**src/rtl/mcdf_fmt_packer.sv**
```systemverilog
// mcdf_fmt_packer: formatter stage behind the arbiter's channel selector.
// Pulls one packet (LEN words) from the granted channel into a local buffer,
// requests the outbound formatter bus, and streams the packet with start/end
// framing, channel id and length once the bus is granted.
//
// Optional build macro: MCDF_FMT_PARITY_EN
//   When defined, a running XOR of the loaded words is appended as an extra
//   final word; fmt_end_o marks that parity word and fmt_length_o still
//   reports the data-word count.
//
// Ports:
//   clk_i, rstn_i        clock, asynchronous active-low reset
//   a_req_i/a_id_i       arbiter has a full packet ready on channel a_id_i
//   a_val_i/a_data_i     word of the selected channel; a_ack_o pops it
//   len_sel_i            length code 0..3 -> 4/8/16/32 words
//   fmt_req_o/grant_i    outbound bus request/grant
//   fmt_chid_o/length_o  channel id and data-word count of current packet
//   fmt_start_o/end_o    first/last word framing
//   fmt_data_o           outbound word
//   busy_o               packet in progress
module mcdf_fmt_packer #(
  parameter int unsigned DW      = 32,
  parameter int unsigned MAX_LEN = 32
) (
  input  logic          clk_i,
  input  logic          rstn_i,
  input  logic          a_req_i,
  input  logic [1:0]    a_id_i,
  input  logic          a_val_i,
  input  logic [DW-1:0] a_data_i,
  output logic          a_ack_o,
  input  logic [1:0]    len_sel_i,
  output logic          fmt_req_o,
  input  logic          fmt_grant_i,
  output logic [1:0]    fmt_chid_o,
  output logic [5:0]    fmt_length_o,
  output logic          fmt_start_o,
  output logic          fmt_end_o,
  output logic [DW-1:0] fmt_data_o,
  output logic          busy_o
);

  localparam int unsigned AW = $clog2(MAX_LEN);

  typedef enum logic [1:0] {StIdle, StLoad, StReq, StSend} state_e;

  state_e        state_q, state_d;
  logic [AW-1:0] wptr_q, wptr_d, rptr_q, rptr_d;
  logic [5:0]    cnt_q, cnt_d, len_q, len_d;
  logic [5:0]    last_idx;
  logic [1:0]    chid_q, chid_d;
  logic          req_q, req_d, start_q, start_d, end_q, end_d;
  logic [DW-1:0] data_q, data_d;
  logic          wr_en;
  logic [DW-1:0] mem_q [MAX_LEN];

`ifdef MCDF_FMT_PARITY_EN
  logic [DW-1:0] par_q, par_d;
  // Parity word occupies index LEN, after the LEN data words.
  assign last_idx = len_q;
`else
  assign last_idx = len_q - 6'd1;
`endif

  assign a_ack_o      = (state_q == StLoad) & a_val_i;
  assign busy_o       = (state_q != StIdle);
  assign fmt_req_o    = req_q;
  assign fmt_chid_o   = chid_q;
  assign fmt_length_o = len_q;
  assign fmt_start_o  = start_q;
  assign fmt_end_o    = end_q;
  assign fmt_data_o   = data_q;

  always_comb begin
    state_d = state_q;
    wptr_d  = wptr_q;
    rptr_d  = rptr_q;
    cnt_d   = cnt_q;
    len_d   = len_q;
    chid_d  = chid_q;
    req_d   = req_q;
    start_d = 1'b0;
    end_d   = 1'b0;
    data_d  = '0;
    wr_en   = 1'b0;
`ifdef MCDF_FMT_PARITY_EN
    par_d   = par_q;
`endif
    unique case (state_q)
      StIdle: begin
        if (a_req_i) begin
          chid_d  = a_id_i;
          len_d   = 6'd4 << len_sel_i;
          wptr_d  = '0;
          rptr_d  = '0;
          cnt_d   = '0;
`ifdef MCDF_FMT_PARITY_EN
          par_d   = '0;
`endif
          state_d = StLoad;
        end
      end
      StLoad: begin
        if (a_val_i) begin
          wr_en  = 1'b1;
          wptr_d = wptr_q + 1'b1;
`ifdef MCDF_FMT_PARITY_EN
          par_d  = par_q ^ a_data_i;
`endif
          if (cnt_q == len_q - 6'd1) begin
            cnt_d   = '0;
            req_d   = 1'b1;
            state_d = StReq;
          end else begin
            cnt_d = cnt_q + 6'd1;
          end
        end
      end
      StReq: begin
        // Word 0 is registered on the grant edge so it appears next cycle.
        if (fmt_grant_i) begin
          req_d   = 1'b0;
          cnt_d   = '0;
          data_d  = mem_q[rptr_q];
          rptr_d  = rptr_q + 1'b1;
          start_d = 1'b1;
          end_d   = (last_idx == 6'd0);
          state_d = StSend;
        end
      end
      StSend: begin
        // cnt_q is the index of the word currently on fmt_data_o.
        if (cnt_q == last_idx) begin
          state_d = StIdle;
        end else begin
          cnt_d  = cnt_q + 6'd1;
          data_d = mem_q[rptr_q];
          rptr_d = rptr_q + 1'b1;
          end_d  = (cnt_d == last_idx);
`ifdef MCDF_FMT_PARITY_EN
          if (cnt_d == len_q) data_d = par_q;
`endif
        end
      end
      default: state_d = StIdle;
    endcase
  end

  always_ff @(posedge clk_i or negedge rstn_i) begin
    if (!rstn_i) begin
      state_q <= StIdle;
      wptr_q  <= '0;
      rptr_q  <= '0;
      cnt_q   <= '0;
      len_q   <= '0;
      chid_q  <= '0;
      req_q   <= 1'b0;
      start_q <= 1'b0;
      end_q   <= 1'b0;
      data_q  <= '0;
`ifdef MCDF_FMT_PARITY_EN
      par_q   <= '0;
`endif
    end else begin
      state_q <= state_d;
      wptr_q  <= wptr_d;
      rptr_q  <= rptr_d;
      cnt_q   <= cnt_d;
      len_q   <= len_d;
      chid_q  <= chid_d;
      req_q   <= req_d;
      start_q <= start_d;
      end_q   <= end_d;
      data_q  <= data_d;
`ifdef MCDF_FMT_PARITY_EN
      par_q   <= par_d;
`endif
    end
  end

  // Packet buffer; contents are only read after being written this packet.
  always_ff @(posedge clk_i) begin
    if (wr_en) mem_q[wptr_q] <= a_data_i;
  end

endmodule

```
**config.mk**
```make
export PLATFORM = sky130hd
export DESIGN_NAME = mcdf_fmt_packer
export DESIGN_NICKNAME = d
export VERILOG_FILES = /design/src/rtl/mcdf_fmt_packer.sv
export SDC_FILE = /design/constraint.sdc
export NUM_CORES = 1
export LEC_CHECK = 0
export CORE_UTILIZATION = 50
export DETAILED_ROUTE_END_ITERATION = 6
export GPL_ROUTABILITY_DRIVEN = 0
export GPL_TIMING_DRIVEN = 1
export PLACE_DENSITY = 0.69
export SYNTH_ARGS = -nofsm -noshare
export SYNTH_HDL_FRONTEND = slang
export SYNTH_SLANG_ARGS = --single-unit
```
**constraint.sdc**
```tcl
create_clock -name clk_i -period 3.6 [get_ports clk_i]
set_clock_uncertainty 0.05 [all_clocks]
set_input_delay 0.36 -clock clk_i [delete_from_list [all_inputs] [get_ports clk_i]]
set_output_delay 0.36 -clock clk_i [all_outputs]
set_load 0.1 [all_outputs]
```
==> impl_results.html <==
<table>
<tr><th>Metric</th><th>Value</th></tr>
<tr><th colspan="2">Job</th></tr>
<tr><td>Count of maximum capacitance violations</td><td>0</td></tr>
<tr><th colspan="2">Synthesis</th></tr>
<tr><td>Synthesis-stage register bit count</td><td>1083</td></tr>
<tr><td>Leading post-synthesis cells by cell area</td><td>edfxtp_1, mux2i_1, dfrtp_1</td></tr>
<tr><td>Proportion of register bits with asynchronous set or reset after synthesis</td><td>5.45%</td></tr>
<tr><td>Dominant synthesized flop cell</td><td>edfxtp_1</td></tr>
<tr><td>Cell count after synthesis</td><td>2373</td></tr>
<tr><td>Post-synthesis cell type with the largest combined area</td><td>edfxtp_1</td></tr>
<tr><td>Mapped cell area</td><td>42000 um^2</td></tr>
<tr><td>Number of distinct library cells after synthesis</td><td>51</td></tr>
<tr><td>Number of enable flip-flop cells after synthesis</td><td>1024</td></tr>
<tr><td>Post-Syn Area per Cell</td><td>17.7 um^2</td></tr>
<tr><td>Share of the yosys chip area belonging to registers</td><td>76.7%</td></tr>
<tr><td>Share of the synthesized area in the top cell type</td><td>73.2%</td></tr>
<tr><td>Warnings from Yosys</td><td>0</td></tr>
<tr><th colspan="2">Detailed routing</th></tr>
<tr><td>Total wire length after detailed routing</td><td>107000 um</td></tr>
<tr><td>Detailed-route vias per instance</td><td>6.20</td></tr>
<tr><td>Routed vias</td><td>22720</td></tr>
<tr><td># DRC</td><td>0</td></tr>
<tr><td>Drt initial violations</td><td>2351</td></tr>
<tr><td>Count of nets left with antenna violations after detail routing</td><td>0</td></tr>
<tr><td>Number of search-and-repair iterations in the first detailed-routing pass</td><td>5</td></tr>
<tr><td>Routed wire length per instance</td><td>29.2 um</td></tr>
<tr><th colspan="2">Floorplan</th></tr>
<tr><td>Number of primary I/O pins</td><td>86</td></tr>
<tr><td>Effective utilization at floorplan</td><td>50.8%</td></tr>
<tr><td>Floorplan die area</td><td>85200 um^2</td></tr>
<tr><td>Total number of placement rows</td><td>105</td></tr>
<tr><td>Die Span X</td><td>292 um</td></tr>
<tr><td>Chip height</td><td>292 um</td></tr>
<tr><td>Core ar.</td><td>82600 um^2</td></tr>
<tr><th colspan="2">Cells and area</th></tr>
<tr><td>Growth of design area from synthesis to finish</td><td>15.5%</td></tr>
<tr><td>Number of standard cells in the layout, taps in and fillers out</td><td>3667</td></tr>
<tr><td>Layout cell share with drive strength beyond 1</td><td>11.8%</td></tr>
<tr><td>Final net count</td><td>2562</td></tr>
<tr><td>N_diodes</td><td>0</td></tr>
<tr><th colspan="2">Setup path</th></tr>
<tr><td>Data arrival time at the worst-slack endpoint</td><td>3310 ps</td></tr>
<tr><td>Setup Crit Path Kind</td><td>reg -&gt; reg</td></tr>
<tr><td>Highest fanout seen on the critical path</td><td>103</td></tr>
<tr><td>Kind of start point of the critical path</td><td>flip-flop</td></tr>
<tr><td>CP Capture Type</td><td>flip-flop</td></tr>
<tr><td>Capture point of the worst reg-to-reg path</td><td>fmt_data_o[24]</td></tr>
<tr><td>Setup slack on the worst flop-to-flop path</td><td>770 ps</td></tr>
<tr><td>Reg2reg path depth</td><td>6</td></tr>
<tr><td>Critical Path RT</td><td>4080 ps</td></tr>
<tr><td>Origin of the critical flop-to-flop path</td><td>rptr_q[1]</td></tr>
<tr><th colspan="2">Place</th></tr>
<tr><td>Final HPWL DP</td><td>58800 um</td></tr>
<tr><td>Placed cell count</td><td>3470</td></tr>
<tr><td>Number of input and output port buffers inserted</td><td>83</td></tr>
<tr><td>Setup slack at placement</td><td>795 ps</td></tr>
<tr><th colspan="2">GRT</th></tr>
<tr><td>Global-route wire length before repair</td><td>154000 um</td></tr>
<tr><td>Via count of the first global-routing pass</td><td>22883</td></tr>
<tr><td>Combined global-route utilization of all metal layers</td><td>25.1%</td></tr>
<tr><td>Antenna violations before repair</td><td>8</td></tr>
<tr><td>Congestion Overflow GR</td><td>0</td></tr>
<tr><td>Pin count of the biggest net entering global routing</td><td>110</td></tr>
<tr><th colspan="2">Power and ir drop</th></tr>
<tr><td>Power density of the placed cells</td><td>561 nW/um^2</td></tr>
<tr><td>Power after layout</td><td>27.2 mW</td></tr>
<tr><td>Leakage</td><td>17.8 nW</td></tr>
<tr><td>VDD IR-drop max</td><td>0.380 mV</td></tr>
<tr><th colspan="2">CTS</th></tr>
<tr><td>Post-CTS Repair Setup Buffers</td><td>0</td></tr>
<tr><td>CTS Root Buffer Type</td><td>clkbuf_16</td></tr>
<tr><td>CTS Sinks</td><td>1083</td></tr>
<tr><td>TritonCTS Buffers</td><td>104</td></tr>
<tr><td>Number of gates resized after CTS</td><td>0</td></tr>
<tr><td>Bufs on Longest Clock Path</td><td>3</td></tr>
<tr><td>Clock transition at the register clock pins on the worst setup and hold paths after CTS</td><td>60 ps</td></tr>
<tr><td>H-tree lvl count</td><td>3</td></tr>
<tr><td>TritonCTS clock tree</td><td>built</td></tr>
<tr><td>Insertion delay to the later sink of the worst-skew pair</td><td>680 ps</td></tr>
<tr><th colspan="2">Timing</th></tr>
<tr><td>Final setup violation count</td><td>0</td></tr>
<tr><td>Min Clock Period, post-route</td><td>2830 ps</td></tr>
<tr><td>Max-slew violation count</td><td>0</td></tr>
<tr><td>Hold violation total from the final report</td><td>0</td></tr>
<tr><td>Max Clock Freq</td><td>354 MHz</td></tr>
<tr><td>Setup_tns</td><td>0 ps</td></tr>
<tr><td>Worst slew margin</td><td>18.7%</td></tr>
<tr><td>Setup repair after global routing missed its margin</td><td>false</td></tr>
<tr><td>Tightest Pin Transition</td><td>1220 ps</td></tr>
<tr><td>Final critical-path setup slack</td><td>771 ps</td></tr>
<tr><td>Crit share post-route</td><td>78.6%</td></tr>
<tr><th colspan="2">Hold path</th></tr>
<tr><td>Min-Delay Endpoint</td><td>fmt_chid_o[1]</td></tr>
<tr><td>Hold Path Stages</td><td>2</td></tr>
<tr><td>Min-delay src</td><td>a_id_i[1]</td></tr>
<tr><td>Class of the worst hold path</td><td>in -&gt; reg</td></tr>
<tr><th colspan="2">Run status</th></tr>
<tr><td>Outcome</td><td>finished, final reports clean</td></tr>
</table>
==> synth_stat cells, drive strengths merged (4+ instances only) <==
| library cell | instances |
|---|---|
| ha | 14 |
| dfrtp | 59 |
| a22oi | 130 |
| inv | 13 |
| mux2i | 513 |
| nor3 | 12 |
| nand3 | 71 |
| nor2 | 52 |
| edfxtp | 1024 |
| or3 | 4 |
| xnor2 | 4 |
| a21oi | 6 |
| nand2b | 7 |
| nand2 | 24 |
| buf | 65 |
| a41oi | 32 |
| xor2 | 5 |
| mux2 | 4 |
| clkbuf | 77 |
| o21ai | 84 |
| o31ai | 4 |
| nor2b | 4 |
| and2 | 6 |
| o22ai | 128 |
==> flip-flops by register name, summed over array words and instances (netlist names), 2 cells and up <==
signal / flops
cnt_q: 6
rptr_q: 5
state_q: 2
fmt_chid_o: 2
fmt_length_o: 4
fmt_data_o: 32
mem_q: 1024
wptr_q: 5
==> cell usage in the layout (no fill, tap or decap), types with 3 or more instances in the layout <==
cell type	instances
o22ai_1	128
clkinv_1	14
clkdlybuf4s50_1	80
and3_1	3
and2_1	4
or3_1	4
dfrtp_1	57
bufinv_16	7
nand2b_1	5
xnor2_1	4
nand3_1	71
inv_1	13
o21ai_0	84
ha_1	14
buf_4	42
nor3_1	11
nor2b_4	3
clkbuf_1	21
mux2i_1	513
edfxtp_1	1024
clkbuf_16	107
clkbuf_8	14
xor2_1	5
buf_12	46
nor2_4	35
mux2_2	4
nand2_1	23
a21oi_1	5
a41oi_1	32
o31ai_1	4
or2_2	3
nor2_1	17
clkinv_2	27
a22oi_1	130
==> critical path, cell delays in order, from the launching register on <==
cell and delay, ps:
dfrtp_4 770, buf_12 500, buf_4 430, mux2i_1 230, o22ai_1 90, o21ai_0 190, a41oi_1 150
==> area by class of cell <==
| type | instances | area [um^2] |
|---|---|---|
| clock buffer | 142 | 2950 |
| multi-input combinational | 1136 | 9410 |
| tap | 1070 | 1340 |
| inverter | 13 | 48.8 |
| timing repair buffer | 169 | 2050 |
| sequential | 1083 | 32200 |
| fill | 5914 | 34100 |
| clock inverter | 54 | 488 |
==> how the worst max path moves through the flow <==
stage | end | start | cells after the start
after global routing | fmt_data_o[24] | rptr_q[1] | 6
after floorplan | mem_q[16][0] | state_q[1] | 7
after detailed placement | fmt_data_o[29] | rptr_q[1] | 6
after global placement | fmt_data_o[29] | rptr_q[1] | 6
final | fmt_data_o[24] | rptr_q[1] | 6
after CTS | fmt_data_o[13] | fmt_data_o[13] | 1
==> stage by stage <==
stage / hold WS, ps / utilization (%) / area (um^2)
6_report: 268 / 58.7 / 48500
5_1_grt: 265 / 58.7 / 48500
4_1_cts: 229 / 58.7 / 48500
3_5_place_dp: 451 / 54.5 / 45100
3_3_place_gp: 440 / 54.5 / 45100
2_1_floorplan: 14.4 / - / 42100
==> report_power, final <==
part / switching (mW) / total (mW) / internal (mW) / leakage, nW
logic: 1.23 / 1.66 / 0.435 / 6.08
registers: 0.219 / 14.7 / 14.5 / 10.0
clock network: 4.60 / 10.8 / 6.25 / 1.70
total: 6.04 / 27.2 / 21.2 / 17.8
==> repair_timing <==
item	4_1_cts	5_1_grt
setup endpoints to repair	0	0
endpoints found under the hold margin	59	0
hold buffers	1	0
==> routing by layer <==
layer  wire, um  up-vias  GRT usage, %
met3       9150      197          4.83
met2      52700     1047          42.0
li1           -     9807             -
met4       3210       10          8.83
met1      41800    11659          33.0
met5         69        -             0
==> cell families (layout without fill, tap and decap cells) <==
logic type / Yosys count / count (layout) / share of synthesized area [%]
buffers and inverters: 155 / 378 / 1.62
XOR/XNOR: 12 / 12 / 0.357
AND/OR/NAND/NOR: 195 / 195 / 2.27
adder cells (fa/ha/maj): 14 / 14 / 0.417
multiplexers: 517 / 517 / 12.3
other: 1 / 2 / 0.00893
AO/OA/AOI/OAI: 396 / 396 / 6.30
flip-flops: 1083 / 1083 / 76.7
No activity file was read; power rests on OpenSTA's default activity.
